--- src/rtl/wbm_pkg.sv ---
// Shared types and constants for the Wishbone initiator, its responders and benches.
package wbm_pkg;

  typedef enum logic [1:0] {
    IDLE = 2'd0,
    REQ  = 2'd1,
    RSP  = 2'd2
  } wbm_state_e;

  localparam int unsigned WBM_ADDRWIDTH      = 32'd9;
  localparam int unsigned WBM_DATAWIDTH      = 32'd32;
  localparam int unsigned WBM_TIMEOUT_CYCLES = 32'd64;

  // FPGA register map
  localparam logic [8:0] ADR_ID       = 9'h000;
  localparam logic [8:0] ADR_REV      = 9'h001;
  localparam logic [8:0] ADR_GPIO_IN  = 9'h002;
  localparam logic [8:0] ADR_GPIO_OUT = 9'h003;
  localparam logic [8:0] ADR_GPIO_OE  = 9'h004;
  localparam logic [8:0] ADR_FIFO1_0  = 9'h040;
  localparam logic [8:0] ADR_FIFO1_1  = 9'h041;
  localparam logic [8:0] ADR_FIFO2_0  = 9'h080;
  localparam logic [8:0] ADR_FIFO2_1  = 9'h081;

endpackage

--- src/rtl/wbm_timeout_cnt.sv ---
// REQ-phase watchdog for wb_master_seq; only instantiated when WBM_TIMEOUT_EN is defined.
module wbm_timeout_cnt
  import wbm_pkg::*;
#(
  parameter int unsigned LIMIT = WBM_TIMEOUT_CYCLES
) (
  input  logic WBs_CLK_i,
  input  logic WBs_RST_i,
  input  logic clear,
  input  logic enable,
  output logic expire
);

  localparam int unsigned CW = (LIMIT > 32'd1) ? $clog2(LIMIT) : 32'd1;
  localparam logic [CW-1:0] LAST_P = CW'(LIMIT - 32'd1);

  logic [CW-1:0] count_r;

  assign expire = (count_r == LAST_P);

  // Count REQ cycles without ACK; saturates at the last value until cleared.
  always_ff @(posedge WBs_CLK_i or posedge WBs_RST_i) begin
    if (WBs_RST_i) begin
      count_r <= {CW{1'b0}};
    end else if (clear) begin
      count_r <= {CW{1'b0}};
    end else if (enable && !expire) begin
      count_r <= count_r + CW'(1);
    end else begin
      count_r <= count_r;
    end
  end

endmodule

--- src/rtl/wb_master_seq.sv ---
// Single-command Wishbone classic initiator with valid/ready command and response channels.
// Optional ACK watchdog enabled by defining WBM_TIMEOUT_EN.
module wb_master_seq
  import wbm_pkg::*;
#(
  parameter int unsigned ADDRWIDTH      = WBM_ADDRWIDTH,
  parameter int unsigned DATAWIDTH      = WBM_DATAWIDTH,
  parameter int unsigned TIMEOUT_CYCLES = WBM_TIMEOUT_CYCLES
) (
  input  logic                 WBs_CLK_i,
  input  logic                 WBs_RST_i,
  input  logic                 cmd_valid_i,
  output logic                 cmd_ready_o,
  input  logic                 cmd_we_i,
  input  logic [ADDRWIDTH-1:0] cmd_adr_i,
  input  logic [3:0]           cmd_be_i,
  input  logic [DATAWIDTH-1:0] cmd_dat_i,
  output logic                 rsp_valid_o,
  input  logic                 rsp_ready_i,
  output logic [DATAWIDTH-1:0] rsp_dat_o,
  output logic                 rsp_err_o,
  output logic [ADDRWIDTH-1:0] WBs_ADR_o,
  output logic                 WBs_CYC_o,
  output logic                 WBs_STB_o,
  output logic                 WBs_WE_o,
  output logic                 WBs_RD_o,
  output logic [3:0]           WBs_BYTE_STB_o,
  output logic [DATAWIDTH-1:0] WBs_DAT_o,
  input  logic [DATAWIDTH-1:0] WBs_DAT_i,
  input  logic                 WBs_ACK_i
);

  localparam logic [DATAWIDTH-1:0] ZERO_DAT = {DATAWIDTH{1'b0}};

  wbm_state_e           state_r;
  logic                 cmd_ready_r;
  logic                 cyc_r;
  logic                 stb_r;
  logic                 we_r;
  logic                 rd_r;
  logic [ADDRWIDTH-1:0] adr_r;
  logic [3:0]           be_r;
  logic [DATAWIDTH-1:0] dat_r;
  logic                 rsp_valid_r;
  logic [DATAWIDTH-1:0] rsp_dat_r;
  logic                 rsp_err_r;
  logic                 accept_s;
  logic                 expire_s;

  assign accept_s = (state_r == IDLE) && cmd_valid_i && cmd_ready_r;

`ifdef WBM_TIMEOUT_EN
  logic tmo_en_s;

  assign tmo_en_s = (state_r == REQ) && !WBs_ACK_i;

  wbm_timeout_cnt #(
    .LIMIT (TIMEOUT_CYCLES)
  ) u_timeout_cnt (
    .WBs_CLK_i (WBs_CLK_i),
    .WBs_RST_i (WBs_RST_i),
    .clear     (accept_s),
    .enable    (tmo_en_s),
    .expire    (expire_s)
  );
`else
  localparam int unsigned unused_timeout_cycles = TIMEOUT_CYCLES;

  assign expire_s = 1'b0;
`endif

  // Command/bus/response sequencer; every output is a register of this block.
  always_ff @(posedge WBs_CLK_i or posedge WBs_RST_i) begin
    if (WBs_RST_i) begin
      state_r     <= IDLE;
      cmd_ready_r <= 1'b1;
      cyc_r       <= 1'b0;
      stb_r       <= 1'b0;
      we_r        <= 1'b0;
      rd_r        <= 1'b0;
      adr_r       <= {ADDRWIDTH{1'b0}};
      be_r        <= 4'h0;
      dat_r       <= ZERO_DAT;
      rsp_valid_r <= 1'b0;
      rsp_dat_r   <= ZERO_DAT;
      rsp_err_r   <= 1'b0;
    end else begin
      case (state_r)
        IDLE: begin
          if (accept_s) begin
            adr_r       <= cmd_adr_i;
            be_r        <= cmd_be_i;
            dat_r       <= cmd_dat_i;
            we_r        <= cmd_we_i;
            rd_r        <= ~cmd_we_i;
            cyc_r       <= 1'b1;
            stb_r       <= 1'b1;
            cmd_ready_r <= 1'b0;
            state_r     <= REQ;
          end else begin
            state_r <= IDLE;
          end
        end
        REQ: begin
          // ACK takes priority over a watchdog expiring in the same cycle.
          if (WBs_ACK_i) begin
            cyc_r       <= 1'b0;
            stb_r       <= 1'b0;
            we_r        <= 1'b0;
            rd_r        <= 1'b0;
            rsp_dat_r   <= we_r ? ZERO_DAT : WBs_DAT_i;
            rsp_err_r   <= 1'b0;
            rsp_valid_r <= 1'b1;
            state_r     <= RSP;
          end else if (expire_s) begin
            cyc_r       <= 1'b0;
            stb_r       <= 1'b0;
            we_r        <= 1'b0;
            rd_r        <= 1'b0;
            rsp_dat_r   <= ZERO_DAT;
            rsp_err_r   <= 1'b1;
            rsp_valid_r <= 1'b1;
            state_r     <= RSP;
          end else begin
            state_r <= REQ;
          end
        end
        RSP: begin
          if (rsp_ready_i) begin
            rsp_valid_r <= 1'b0;
            cmd_ready_r <= 1'b1;
            state_r     <= IDLE;
          end else begin
            state_r <= RSP;
          end
        end
        default: begin
          state_r     <= IDLE;
          cmd_ready_r <= 1'b1;
          cyc_r       <= 1'b0;
          stb_r       <= 1'b0;
          we_r        <= 1'b0;
          rd_r        <= 1'b0;
          rsp_valid_r <= 1'b0;
        end
      endcase
    end
  end

  assign cmd_ready_o    = cmd_ready_r;
  assign rsp_valid_o    = rsp_valid_r;
  assign rsp_dat_o      = rsp_dat_r;
  assign rsp_err_o      = rsp_err_r;
  assign WBs_ADR_o      = adr_r;
  assign WBs_CYC_o      = cyc_r;
  assign WBs_STB_o      = stb_r;
  assign WBs_WE_o       = we_r;
  assign WBs_RD_o       = rd_r;
  assign WBs_BYTE_STB_o = be_r;
  assign WBs_DAT_o      = dat_r;

endmodule

--- config.mk ---
export PLATFORM = sky130hd
export DESIGN_NAME = wb_master_seq
export DESIGN_NICKNAME = d
export VERILOG_FILES = /design/src/rtl/wbm_pkg.sv /design/src/rtl/wbm_timeout_cnt.sv /design/src/rtl/wb_master_seq.sv
export SDC_FILE = /design/constraint.sdc
export NUM_CORES = 1
export LEC_CHECK = 0
export CORE_ASPECT_RATIO = 0.8
export CORE_UTILIZATION = 30
export DETAILED_ROUTE_END_ITERATION = 10
export REMOVE_ABC_BUFFERS = 1
export SYNTH_ARGS = -nofsm -noshare
export SYNTH_HDL_FRONTEND = slang
export SYNTH_SLANG_ARGS = --single-unit
--- constraint.sdc ---
create_clock -name WBs_CLK_i -period 6.1 [get_ports WBs_CLK_i]
set_input_delay 1.22 -clock WBs_CLK_i [delete_from_list [all_inputs] [get_ports WBs_CLK_i]]
set_output_delay 1.22 -clock WBs_CLK_i [all_outputs]
set_load 0.02 [all_outputs]
Yosys cells after proc, flatten, opt, wreduce, memory -nomap -nowiden
Cells that the tools add are included.
- register bits: 84
- word-level logic and storage cells: 45
- eq/ne operators: 5
- multiplexer cells: 18
- bitwise logic cells: 4
- reduce and logical (&&, ||, !) cells: 8
- operators by type and width (kind ; number):
    32-bit 2-to-1 mux ; 1
    1-bit one-hot mux with 3 select lines ; 5
    1-bit 2-to-1 mux ; 9
    3-bit AND reduction ; 3
    2-bit inequality test (second input constant) ; 3
    2-bit one-hot mux with 3 select lines ; 1
    2-bit 2-to-1 mux ; 2
    1-bit NOT ; 4
    2-bit AND reduction ; 2
    2-bit by 1-bit == test with 1-bit output (second input constant) ; 1
    2-bit == test (second input constant) ; 1
    1-bit logical AND ; 2
    2-bit zero test ; 1

Longest topological paths before layout
- word-level depth: 5
- gate-level depth with buffers: 5
- depth with buffers taken out: 3

Worst setup path before layout
OpenSTA, ideal clock, no wires.
- kind: input-to-reg
- start point: in cmd_valid_i
- end point: reg dat_r[0], in the netlist WBs_DAT_o[0]
- arrival: 2.000 ns
- setup slack: 3.975 ns
- stages: 4
- cells stage by stage: and4bb_1 buf_6 buf_6 mux2_4
- longest elaborated chain between the ends: 3
- ends and longest elaborated chain (what ; RTL line ; source):
    from (decl) ; wb_master_seq.sv:12 ; input logic cmd_valid_i,
    1-bit logical AND (2 in a row) ; wb_master_seq.sv:50 ; assign accept_s = (state_r == IDLE) && cmd_valid_i && cmd_ready_r;
    2-bit AND reduction (no source line) ; - ;
    to (signal assigned) ; wb_master_seq.sv:93 ; dat_r <= cmd_dat_i;
    to (decl) ; wb_master_seq.sv:43 ; logic [DATAWIDTH-1:0] dat_r;
Every way passes these cells.
A chain may end at the register's enable or synchronous reset.

Final worst setup path
- start point: reg we_r, in the netlist WBs_WE_o
- end point: out WBs_WE_o
- RTL lines (what ; RTL line ; source):
    from (decl) ; wb_master_seq.sv:39 ; logic we_r;
    from (signal assigned) ; wb_master_seq.sv:94 ; we_r <= cmd_we_i;
    to (decl) ; wb_master_seq.sv:25 ; output logic WBs_WE_o,
No word-level cell between the ends.

==> results.md <==
* Vias in the first global route at 2464
* Max-Cap Viols at 0
* FF-to-FF setup slack at 4.06 ns
* Most common cell in the netlist: dfrtp_1
* Root buffer cell: clkbuf_16
* Die ar. at 12300 um^2
* Postcts setup bufs at 0
* WS Path Type: reg2out
* Synth warn at 0
* Top cells by area, synth: dfrtp_1 59%, mux2_4 19%, nand2b_1 5.6%
* Ys async rst share at 1.00
* Routability Congestion at 0.704
* DRC violations left at 0
* CTS Buffer Depth at 2
* Synth top cells by count: 83 x dfrtp_1, 45 x mux2_4, 36 x nand2_1, 34 x o21ai_0, 32 x nand2b_1
* Register area share after synthesis at 0.594
* Vias at 2448
* Post-layout util at 0.480
* First-pass GRT wire length at 12800 um
* Hold WC Path Type: reg2reg
* Row count at 35
* RSZ-0062 raised after global routing: no
* Post-DP HPWL at 5620 um
* Initial antenna violation count at 0
* Nets at 508
* FF+latch area at 2100 um^2
* # diodes at 0
* Fin cells at 578
* Crit-path leading delay family: flip-flops
* CTS sink count at 84
* Met2 wire length at 3850 um
* Crit path cell chain: clkdlybuf4s50_1
* Die width at 124 um
* TNS Setup at 0 ns
* Detail Route met3 WL at 440 um
* CTS Buf Count at 9
* Clk_lat worst skew at 0.33 ns
* Final setup fails at 0
* R2R cell count at 2
* Cts hold-fix bufs at 0
* Post_cts resized at 0
* WP depth at 1
* IO Count at 167
* DRT met1 WL at 3730 um
* Final worst-path setup slack at 2.93 ns
* Yosys reg bits at 84
* Slowest CP cell: dfrtp_1
* Placeable Area at 11500 um^2
* Worst flop-to-flop path endpoint: WBs_ADR_o[5]
* Clk_skew at 0.00720 ns
* Hold path endpoint: rsp_dat_o[23]
* Buf/Inv on CP at 1
* Filler cell count in the final layout at 1039
* Via density per instance at 4.24
* Status: completed
* Worst-margin pin slew at 1.06 ns
* FF-to-FF Start: cmd_ready_o
* H-tree Lvls at 3
* Dominant synthesized flop cell: dfrtp_1
* CP Capture Type: output port
* Pwr Density at 318 nW/um^2
* Wire per inst at 14.1 um
* Die H at 99.2 um
* Critical Path Fanout Max at 34
* Lkg Pwr at 2.43 nW
* Crit share post-route at 0.520
* Post-route antenna net violation count at 0
* Number of synthesized flops with an enable pin at 0
* Initial Utilization at 0.308
* Area delta synth->final at 56.0%
* Drt pass-1 iters at 4
* Congestion Overflow GR at 0
* Fraction of layout cells with a size suffix above 1 at 0.147
* IO buf count at 165
* Highest metal used: met4
* Peak supply drop at 0.142 mV
* HP Start: rsp_dat_o[23]
* Startpoint types: flip-flop
* Total Power at 1.76 mW
* Max-slew violation count at 0
* Largest stage delay on the critical path at 0.87 ns
* Synth top area share at 0.586
* Clock-pin slew on the worst setup and hold paths at 0.06 ns
* Placed insts at 562
* Count of cell types in the netlist at 23
* Cells after synthesis at 265
* Place WS at 2.89 ns
* Max-slew headroom at 0.294
* Leading area contributor after synthesis: dfrtp_1
* Endpoints failing hold at 0
* Tmin final at 3.17 ns
* Final WL at 8140 um
* CTS tree: yes
* Synthesized area at 3540 um^2
* Hold depth at 2
* Area of the multi-input gates at 1270 um^2
* Arrival @ worst endpoint at 1.95 ns
* DR iter-0 viols at 105
* Required @ worst endpoint at 4.88 ns
* Largest net degree at the start of global routing at 66
* Total track usage at 0.136
* Avg Synthesized Cell Area at 13.4 um^2
* FMAX at 0.315 GHz
## layout make-up
| class | count | area share |
|---|---|---|
| flip-flops and latches | 84 | 0.380 |
| repair buffers | 167 | 0.301 |
| multi-input cells | 160 | 0.230 |
| clock buffers | 12 | 0.0428 |
| well taps | 148 | 0.0335 |
| clock inverters | 4 | 0.00905 |
| inverters | 3 | 0.00226 |
## cell families after synthesis
logic type,after synthesis,share of synthesized area
DFF,84,0.594
and+or+nand+nor,72,0.102
buffers and inverters,21,0.0480
AOI/OAI and AO/OA,41,0.0614
other,1,0.00106
muxes,46,0.194
## layout by cell type (no fill, tap or decap), drive strengths merged
cell             n
and4bb           1
clkinv           2
a21oi            2
a21o             1
clkdlybuf4s50  165
o31ai            1
clkinvlp         2
nand2           36
dfstp            1
dfrtp           83
conb             1
nand2b          32
bufinv           1
nand3b           1
mux2i            1
buf              2
o22a             1
inv              2
mux2            45
a31o             1
nor2             2
clkbuf          12
o21ai           35
## power breakdown
part / switching [mW] / internal, mW / leakage [nW]
clock: 0.209 / 0.317 / 0.133
sequential: 0.0615 / 0.651 / 1.12
combinational: 0.220 / 0.299 / 1.17
## worst max-delay path by stage
| stage | startpoint | end | slack (ns) |
|---|---|---|---|
| 2_1_floorplan | cmd_valid_i | WBs_ADR_o[0] | 2.54 |
| 3_3_place_gp | cmd_valid_i | WBs_DAT_o[2] | 2.94 |
| 3_5_place_dp | cmd_valid_i | WBs_ADR_o[5] | 2.89 |
| 4_1_cts | WBs_WE_o | WBs_WE_o | 2.80 |
| 5_1_grt | WBs_WE_o | WBs_WE_o | 2.73 |
| 6_report | WBs_WE_o | WBs_WE_o | 2.93 |
## through the flow
stage,hold slack (ns),cell area (um^2)
after floorplan,0.500,3380
after global placement,0.464,5240
after detailed placement,0.470,5240
after CTS,0.483,5530
after global routing,0.506,5530
final,0.480,5530
## per-layer routing
layer / vias up / GRT usage
met1: 1171 / 0.177
li1: 1197 / -
met3: 11 / 0.0396
met4: 0 / 0.0463
met2: 69 / 0.217
met5: - / 0
## state kept, by name, summed over array words and instances, names as in the netlist
| signal | flops |
|---|---|
| WBs_ADR_o | 9 |
| WBs_BYTE_STB_o | 4 |
| WBs_DAT_o | 32 |
| WBs_RD_o | 1 |
| WBs_STB_o | 1 |
| WBs_WE_o | 1 |
| cmd_ready_o | 1 |
| rsp_dat_o | 32 |
| rsp_valid_o | 1 |
| state_r | 2 |
No activity file was read; power rests on OpenSTA's default activity.
